===== config.mk =====
export PLATFORM = sky130hd
export DESIGN_NAME = cmd_assembler
export DESIGN_NICKNAME = d
export VERILOG_FILES = /design/src/rtl/cmd_assembler.sv
export SDC_FILE = /design/constraint.sdc
export NUM_CORES = 1
export LEC_CHECK = 0
export CAP_MARGIN = 20
export CORE_MARGIN = 4
export CORE_UTILIZATION = 40
export CTS_CLUSTER_SIZE = 30
export DETAILED_ROUTE_END_ITERATION = 16
export GPL_TIMING_DRIVEN = 0
export PLACE_DENSITY = 0.65
export SYNTH_ARGS = -nofsm -noshare
export SYNTH_HDL_FRONTEND = slang
export SYNTH_SLANG_ARGS = --single-unit

===== constraint.sdc =====
create_clock -name clk -period 2.1 [get_ports clk]
set_input_delay 0.42 -clock clk [delete_from_list [all_inputs] [get_ports clk]]
set_output_delay 0.42 -clock clk [all_outputs]
set_load 0.1 [all_outputs]

===== src/rtl/cmd_assembler.sv =====
// cmd_assembler: builds 3-byte command frames {cmd, data_hi, data_lo} from a
// UART byte stream, with an inter-byte timeout that discards partial frames.
//
// Ports:
//   clk          system clock, rising edge
//   rst_n        asynchronous active-low reset
//   rx_rdy       byte available from UART receiver (held until cleared)
//   rx_data[7:0] received byte, valid while rx_rdy is high
//   clr_cmd_rdy  consumer acknowledge, clears cmd_rdy
//   clr_rx_rdy   combinational acknowledge to the receiver (capture cycle)
//   cmd[7:0]     command byte of the last completed frame
//   data[15:0]   payload of the last completed frame {hi, lo}
//   cmd_rdy      completed frame available
//   frm_err      one-cycle pulse: partial frame dropped on timeout
//   ovr          one-cycle pulse: frame completed while cmd_rdy still set
module cmd_assembler #(
  parameter int unsigned TIMEOUT_CYC = 52080
) (
  input  logic        clk,
  input  logic        rst_n,
  input  logic        rx_rdy,
  input  logic [7:0]  rx_data,
  input  logic        clr_cmd_rdy,
  output logic        clr_rx_rdy,
  output logic [7:0]  cmd,
  output logic [15:0] data,
  output logic        cmd_rdy,
  output logic        frm_err,
  output logic        ovr
);

  // Counter is at least 17 bits wide and large enough for any TIMEOUT_CYC.
  localparam int unsigned CNT_W = ($clog2(TIMEOUT_CYC) > 17) ? $clog2(TIMEOUT_CYC) : 17;
  localparam logic [CNT_W-1:0] CNT_LAST = CNT_W'(TIMEOUT_CYC - 1);

  typedef enum logic [1:0] {
    WAIT_CMD = 2'd0,
    WAIT_HI  = 2'd1,
    WAIT_LO  = 2'd2
  } state_t;

  state_t           state_q, state_d;
  logic [CNT_W-1:0] cnt_q, cnt_d;
  logic [7:0]       cmd_stg_q, cmd_stg_d;
  logic [7:0]       hi_stg_q, hi_stg_d;
  logic [7:0]       cmd_q, cmd_d;
  logic [15:0]      data_q, data_d;
  logic             cmd_rdy_q, cmd_rdy_d;
  logic             frm_err_q, frm_err_d;
  logic             ovr_q, ovr_d;
  logic             timeout;

  // Every cycle with rx_rdy high is a capture cycle; nothing is acked in reset.
  assign clr_rx_rdy = rx_rdy & rst_n;

  // Timeout fires only mid-frame and only when no byte arrives this cycle.
  assign timeout = (state_q != WAIT_CMD) && !rx_rdy && (cnt_q == CNT_LAST);

  // Next-state and datapath logic.
  always_comb begin
    state_d   = state_q;
    cnt_d     = cnt_q;
    cmd_stg_d = cmd_stg_q;
    hi_stg_d  = hi_stg_q;
    cmd_d     = cmd_q;
    data_d    = data_q;
    cmd_rdy_d = cmd_rdy_q;
    frm_err_d = 1'b0;
    ovr_d     = 1'b0;

    if (clr_cmd_rdy) begin
      cmd_rdy_d = 1'b0;
    end

    case (state_q)
      WAIT_CMD: begin
        cnt_d = '0;
        if (rx_rdy) begin
          cmd_stg_d = rx_data;
          state_d   = WAIT_HI;
        end
      end
      WAIT_HI: begin
        if (rx_rdy) begin
          hi_stg_d = rx_data;
          cnt_d    = '0;
          state_d  = WAIT_LO;
        end else if (!timeout) begin
          cnt_d = cnt_q + CNT_W'(1);
        end
      end
      WAIT_LO: begin
        if (rx_rdy) begin
          cmd_d     = cmd_stg_q;
          data_d    = {hi_stg_q, rx_data};
          // Set wins over a same-cycle clear; overrun only if nobody consumed.
          cmd_rdy_d = 1'b1;
          ovr_d     = cmd_rdy_q & ~clr_cmd_rdy;
          cnt_d     = '0;
          state_d   = WAIT_CMD;
        end else if (!timeout) begin
          cnt_d = cnt_q + CNT_W'(1);
        end
      end
      default: begin
        state_d = WAIT_CMD;
        cnt_d   = '0;
      end
    endcase

    // Drop the partial frame; output registers are untouched.
    if (timeout) begin
      state_d   = WAIT_CMD;
      cnt_d     = '0;
      cmd_stg_d = '0;
      hi_stg_d  = '0;
      frm_err_d = 1'b1;
    end
  end

  // State and output registers.
  always_ff @(posedge clk or negedge rst_n) begin
    if (!rst_n) begin
      state_q   <= WAIT_CMD;
      cnt_q     <= '0;
      cmd_stg_q <= '0;
      hi_stg_q  <= '0;
      cmd_q     <= '0;
      data_q    <= '0;
      cmd_rdy_q <= 1'b0;
      frm_err_q <= 1'b0;
      ovr_q     <= 1'b0;
    end else begin
      state_q   <= state_d;
      cnt_q     <= cnt_d;
      cmd_stg_q <= cmd_stg_d;
      hi_stg_q  <= hi_stg_d;
      cmd_q     <= cmd_d;
      data_q    <= data_d;
      cmd_rdy_q <= cmd_rdy_d;
      frm_err_q <= frm_err_d;
      ovr_q     <= ovr_d;
    end
  end

  assign cmd     = cmd_q;
  assign data    = data_q;
  assign cmd_rdy = cmd_rdy_q;
  assign frm_err = frm_err_q;
  assign ovr     = ovr_q;

endmodule


Yosys cells after proc, flatten, opt, wreduce, memory -nomap -nowiden
Index checks and enable logic that the tools add are counted.
{"block": "word_totals", "register_bits": 62, "output_inout_bits": 28, "wordCells": 51}
{"block": "classes", "addsub": 1, "eq_ne": 6, "n_mux": 19, "bitwise_logic": 3, "reduce_logical": 13}
{"op": "2-to-1 mux 17 bit", "count": 3}
{"op": "2-to-1 mux 8 bit", "count": 5}
{"op": "adder 17 x 1 -> 17 bit, second input constant", "count": 1}
{"op": "== test 17 x 16 -> 1 bit, second input constant", "count": 1}
{"op": "inequality test 3 bit, second input constant", "count": 3}
{"op": "2-to-1 mux 2 bit", "count": 4}
{"op": "nonzero test 2 bit", "count": 4}
{"op": "2-to-1 mux 1 bit", "count": 6}
{"op": "one-hot mux 2 bit (3 select lines)", "count": 1}
{"op": "AND reduction 2 bit", "count": 3}
{"op": "AND reduction 3 bit", "count": 1}
{"op": "bitwise AND 1 bit", "count": 2}
{"op": "== test 2 x 1 -> 1 bit, second input constant", "count": 1}
{"op": "== test 2 bit, second input constant", "count": 1}
{"op": "logical AND 1 bit", "count": 2}
{"op": "zero test 2 bit", "count": 1}
{"op": "OR reduction 2 bit", "count": 1}
{"op": "zero test 1 bit", "count": 1}
{"op": "NOT 1 bit", "count": 1}

Logic depth before layout (Yosys ltp)
{"block": "logic_depth", "word_depth": 5, "depth_mapped": 7, "ltp_nobuf": 6}

Worst setup path before layout
Ideal clock, no wire load.
{"block": "synth_timing", "path_type": "input port to output port", "start": "input rx_rdy", "end": "output clr_rx_rdy", "arrival_time_ps": 1718, "required_ps": 1680, "slack_ps": -38, "stages": 3, "n_path_buf": 2, "cell_sequence": "clkbuf_1 -> clkbuf_1 -> and2_1"}
{"block": "synth_between", "elab_chain_cells": 1}
{"element": "from (decl)", "line": "21", "rtl": "input logic rx_rdy,"}
{"element": "bitwise AND 1 bit", "line": "54", "rtl": "assign clr_rx_rdy = rx_rdy & rst_n;"}
{"element": "to (decl)", "line": "24", "rtl": "output logic clr_rx_rdy,"}
Every way passes these cells.

Worst setup path in the final report
{"block": "layout_timing", "start": "register cmd_q[6] (netlist: cmd[6])", "end": "output cmd[6]"}
{"element": "from (decl)", "line": "46", "rtl": "logic [7:0] cmd_q, cmd_d;"}
{"element": "from (signal assigned)", "line": "138", "rtl": "cmd_q <= cmd_d;"}
{"element": "to (decl)", "line": "25", "rtl": "output logic [7:0] cmd,"}
No word-level cell between the ends.

==> out/metrics.yaml <==
outcome: "completed"
drv_slew: 0
synth_top_family_by_area: "simple AND/OR/NAND/NOR gates"
yosysSeqAreaShare_pct: 58.5
die-width_um: 89.4
place.gp.congestion: 0.872
num_vias: 1892
ant_nets: 0
grt_max_degree: 37
dieArea_um2: 8000
first_pass_iters: 4
drt-initial-drc-count: 93
path_class: "reg2out"
synth.cells.most_frequent: "dfrtp_1 (62), nand2_1 (27), mux2_2 (24)"
placed_cell_area_um2: 3140
clk_path_buf_depth: 2
relSlewSlack_pct: 35.3
finalSetupViolations: 0
antenna_found_initial: 0
path_buf_inv: 1
cpPeakStageDelay_ns: 0.86
fmax_mhz: 507
syn_area_um2: 2650
r2r_slack_ns: 0.18
place_hpwl_mm: 3.79
drc_errors: 0
worstReg2RegStart: "state_q[0]"
start_util_pct: 41.5
synth.largest_area_cell: "dfrtp_1"
wl_per_cell_um: 14.3
clk_latency_ns: 0.34
r2r-end: "data[11]"
drive_gt1_share_pct: 19.8
crit_family: "buffers and inverters"
fin_crit_ns: 1.97
yosysMostFrequentCell: "dfrtp_1"
rows: 29
cp.arrival_ns: 1.55
clkSinkCount: 62
grt_pass1_vias: 1874
synth_warnings: 0
syn-num-nets: 250
cts_root_buf: "clkbuf_8"
crit_fanout: 2
synth_xor_area_share_pct: 4.96
critPathLaunchType: "register"
synth_cell_type_count: 24
hold_class: "in2async"
ys.flop_type: "dfrtp_1"
synthMuxAreaShare_pct: 10.2
min_period_over_period_pct: 94.0
numPortBuffers: 38
worst_slew_pin_slew_ns: 0.975
synthArstFlopShare_pct: 100
rsz0062_at_grt: "no"
grt_overflow: 0
nNetsFinal: 305
synth_top_area_share_pct: 58.5
reg2reg_depth: 5
synth_area_leaders: "dfrtp_1 (59%), mux2_2 (10%), xnor2_1 (4.6%), nand2_1 (3.8%), nand3_1 (3.8%)"
tns_ns: 0
synth.avg_cell_area_um2: 11.4
core-area_um2: 6390
synth_enable_flop_cells: 0
ys_ff_latch: 62
fill_cells: 580
cap_violations: 0
routed_via_density: 5.11
grt_pass1_wl_mm: 8.96
crit_path_end_kind: "output port"
grtUsageTotal_pct: 14.9
path_cells: "dlygate4sd2_1"
finalHoldViolations: 0
antenna_cells: 0
slowest_stage: "dlygate4sd2_1"
wl_mm: 5.31
synth-adder-area-share_pct: 2.36
netlist_instances: 233
num_io_pins: 40
cts_buffers: 9
synth_simple_gate_area_share_pct: 17.1
h-tree-depth: 3
die_h_um: 89.4
syn_to_final_growth_pct: 29.0
path_clk_slew_ns: 0.07
skew_ns: 0.00845
final_cell_area_um2: 3420
cp_data_required_time_ns: 1.68
tritoncts: "yes"
synth_compound_area_share_pct: 4.58
flip-flops by register name (all words and copies together) (netlist names):
signal     cells
cmd_stg_q      8
frm_err        1
ovr            1
cmd_rdy        1
data          16
cmd            8
hi_stg_q       8
cnt_q         17
state_q        2
kinds of logic after synthesis:
family / after synthesis
fa+ha+maj: 5
simple gates: 93
buf+inv: 14
compound gates: 20
mux: 24
flops: 62
xor+xnor: 15
through the flow:
step           utilization (%)  std cells  hold WS [ns]  worst slack (ns)
6_report                  53.5        370        0.0321             0.127
3_5_place_dp              49.2        349         0.484            -0.803
4_1_cts                   53.1        366        0.0316             0.103
5_1_grt                   53.5        370        0.0409            0.0337
2_1_floorplan                -        233         0.124             0.235
3_3_place_gp              49.0        348         0.470             -2.83
placed cells by master (no fill, tap or decap):
cell type | synthesis | final
dfrtp_1 | 62 | 62
nand2_1 | 27 | 27
dlygate4sd2_1 | 0 | 27
mux2_2 | 24 | 24
nor2_1 | 23 | 23
nand3_1 | 20 | 20
a21oi_1 | 17 | 17
xnor2_1 | 14 | 14
clkbuf_8 | 0 | 10
buf_4 | 2 | 9
clkdlybuf4s50_1 | 0 | 9
nor4_1 | 6 | 6
nand4_1 | 6 | 6
inv_1 | 5 | 5
clkbuf_1 | 6 | 5
nor3_1 | 5 | 5
ha_1 | 5 | 5
bufinv_16 | 0 | 4
o21ai_0 | 2 | 2
and4bb_2 | 1 | 1
nand3_2 | 1 | 1
or2_4 | 1 | 1
nor4_4 | 1 | 1
o311ai_4 | 1 | 1
xor2_1 | 1 | 1
clkbuf_2 | 0 | 1
and2_2 | 0 | 1
nand2b_1 | 1 | 1
buf_2 | 1 | 1
clkinvlp_4 | 0 | 1
clkinv_2 | 0 | 1
buf_12 | 0 | 1
routing by layer:
metal | routed length, um | vias to the layer above | track usage, %
met5 | 0 | - | 0
met4 | 45 | 0 | 4.33
met3 | 324 | 7 | 5.99
met2 | 2600 | 44 | 24.5
met1 | 2340 | 928 | 18.2
li1 | - | 913 | -
cell type report:
type                            instances  area (um2)  share of cell area [%]
Timing Repair Buffer                   44         399                    11.7
Tap cell                               77        96.3                    2.82
Sequential cell                        62        1550                    45.4
Inverter                                5        18.8                   0.549
Multi-Input combinational cell        157        1040                    30.4
Buffer                                  9        43.8                    1.28
Clock inverter                          6         133                    3.88
Clock buffer                           10         138                    4.02
what timing repair did:
item	CTS	global route
hold endpoints to repair	0	0
resized for setup	34	2
hold buffers	0	0
setup endpoints to repair	31	11
pin swaps	1	1
buffers inserted	1	4
worst max-delay path by stage:
stage | slack, ns | endpoint | from | cells after the start
floorplan | 0.24 | clr_rx_rdy | rx_rdy | 3
detailed placement | -0.80 | clr_rx_rdy | rst_n | 3
global route | 0.03 | data[6] | state_q[0] | 5
finish | 0.13 | cmd[6] | cmd[6] | 1
global placement | -2.83 | clr_rx_rdy | rst_n | 3
CTS | 0.10 | cmd[6] | cmd[6] | 1
Power is left out: the tool's default activity adds up to more than one toggle a clock period on the data nets, which glitch-free logic cannot reach.
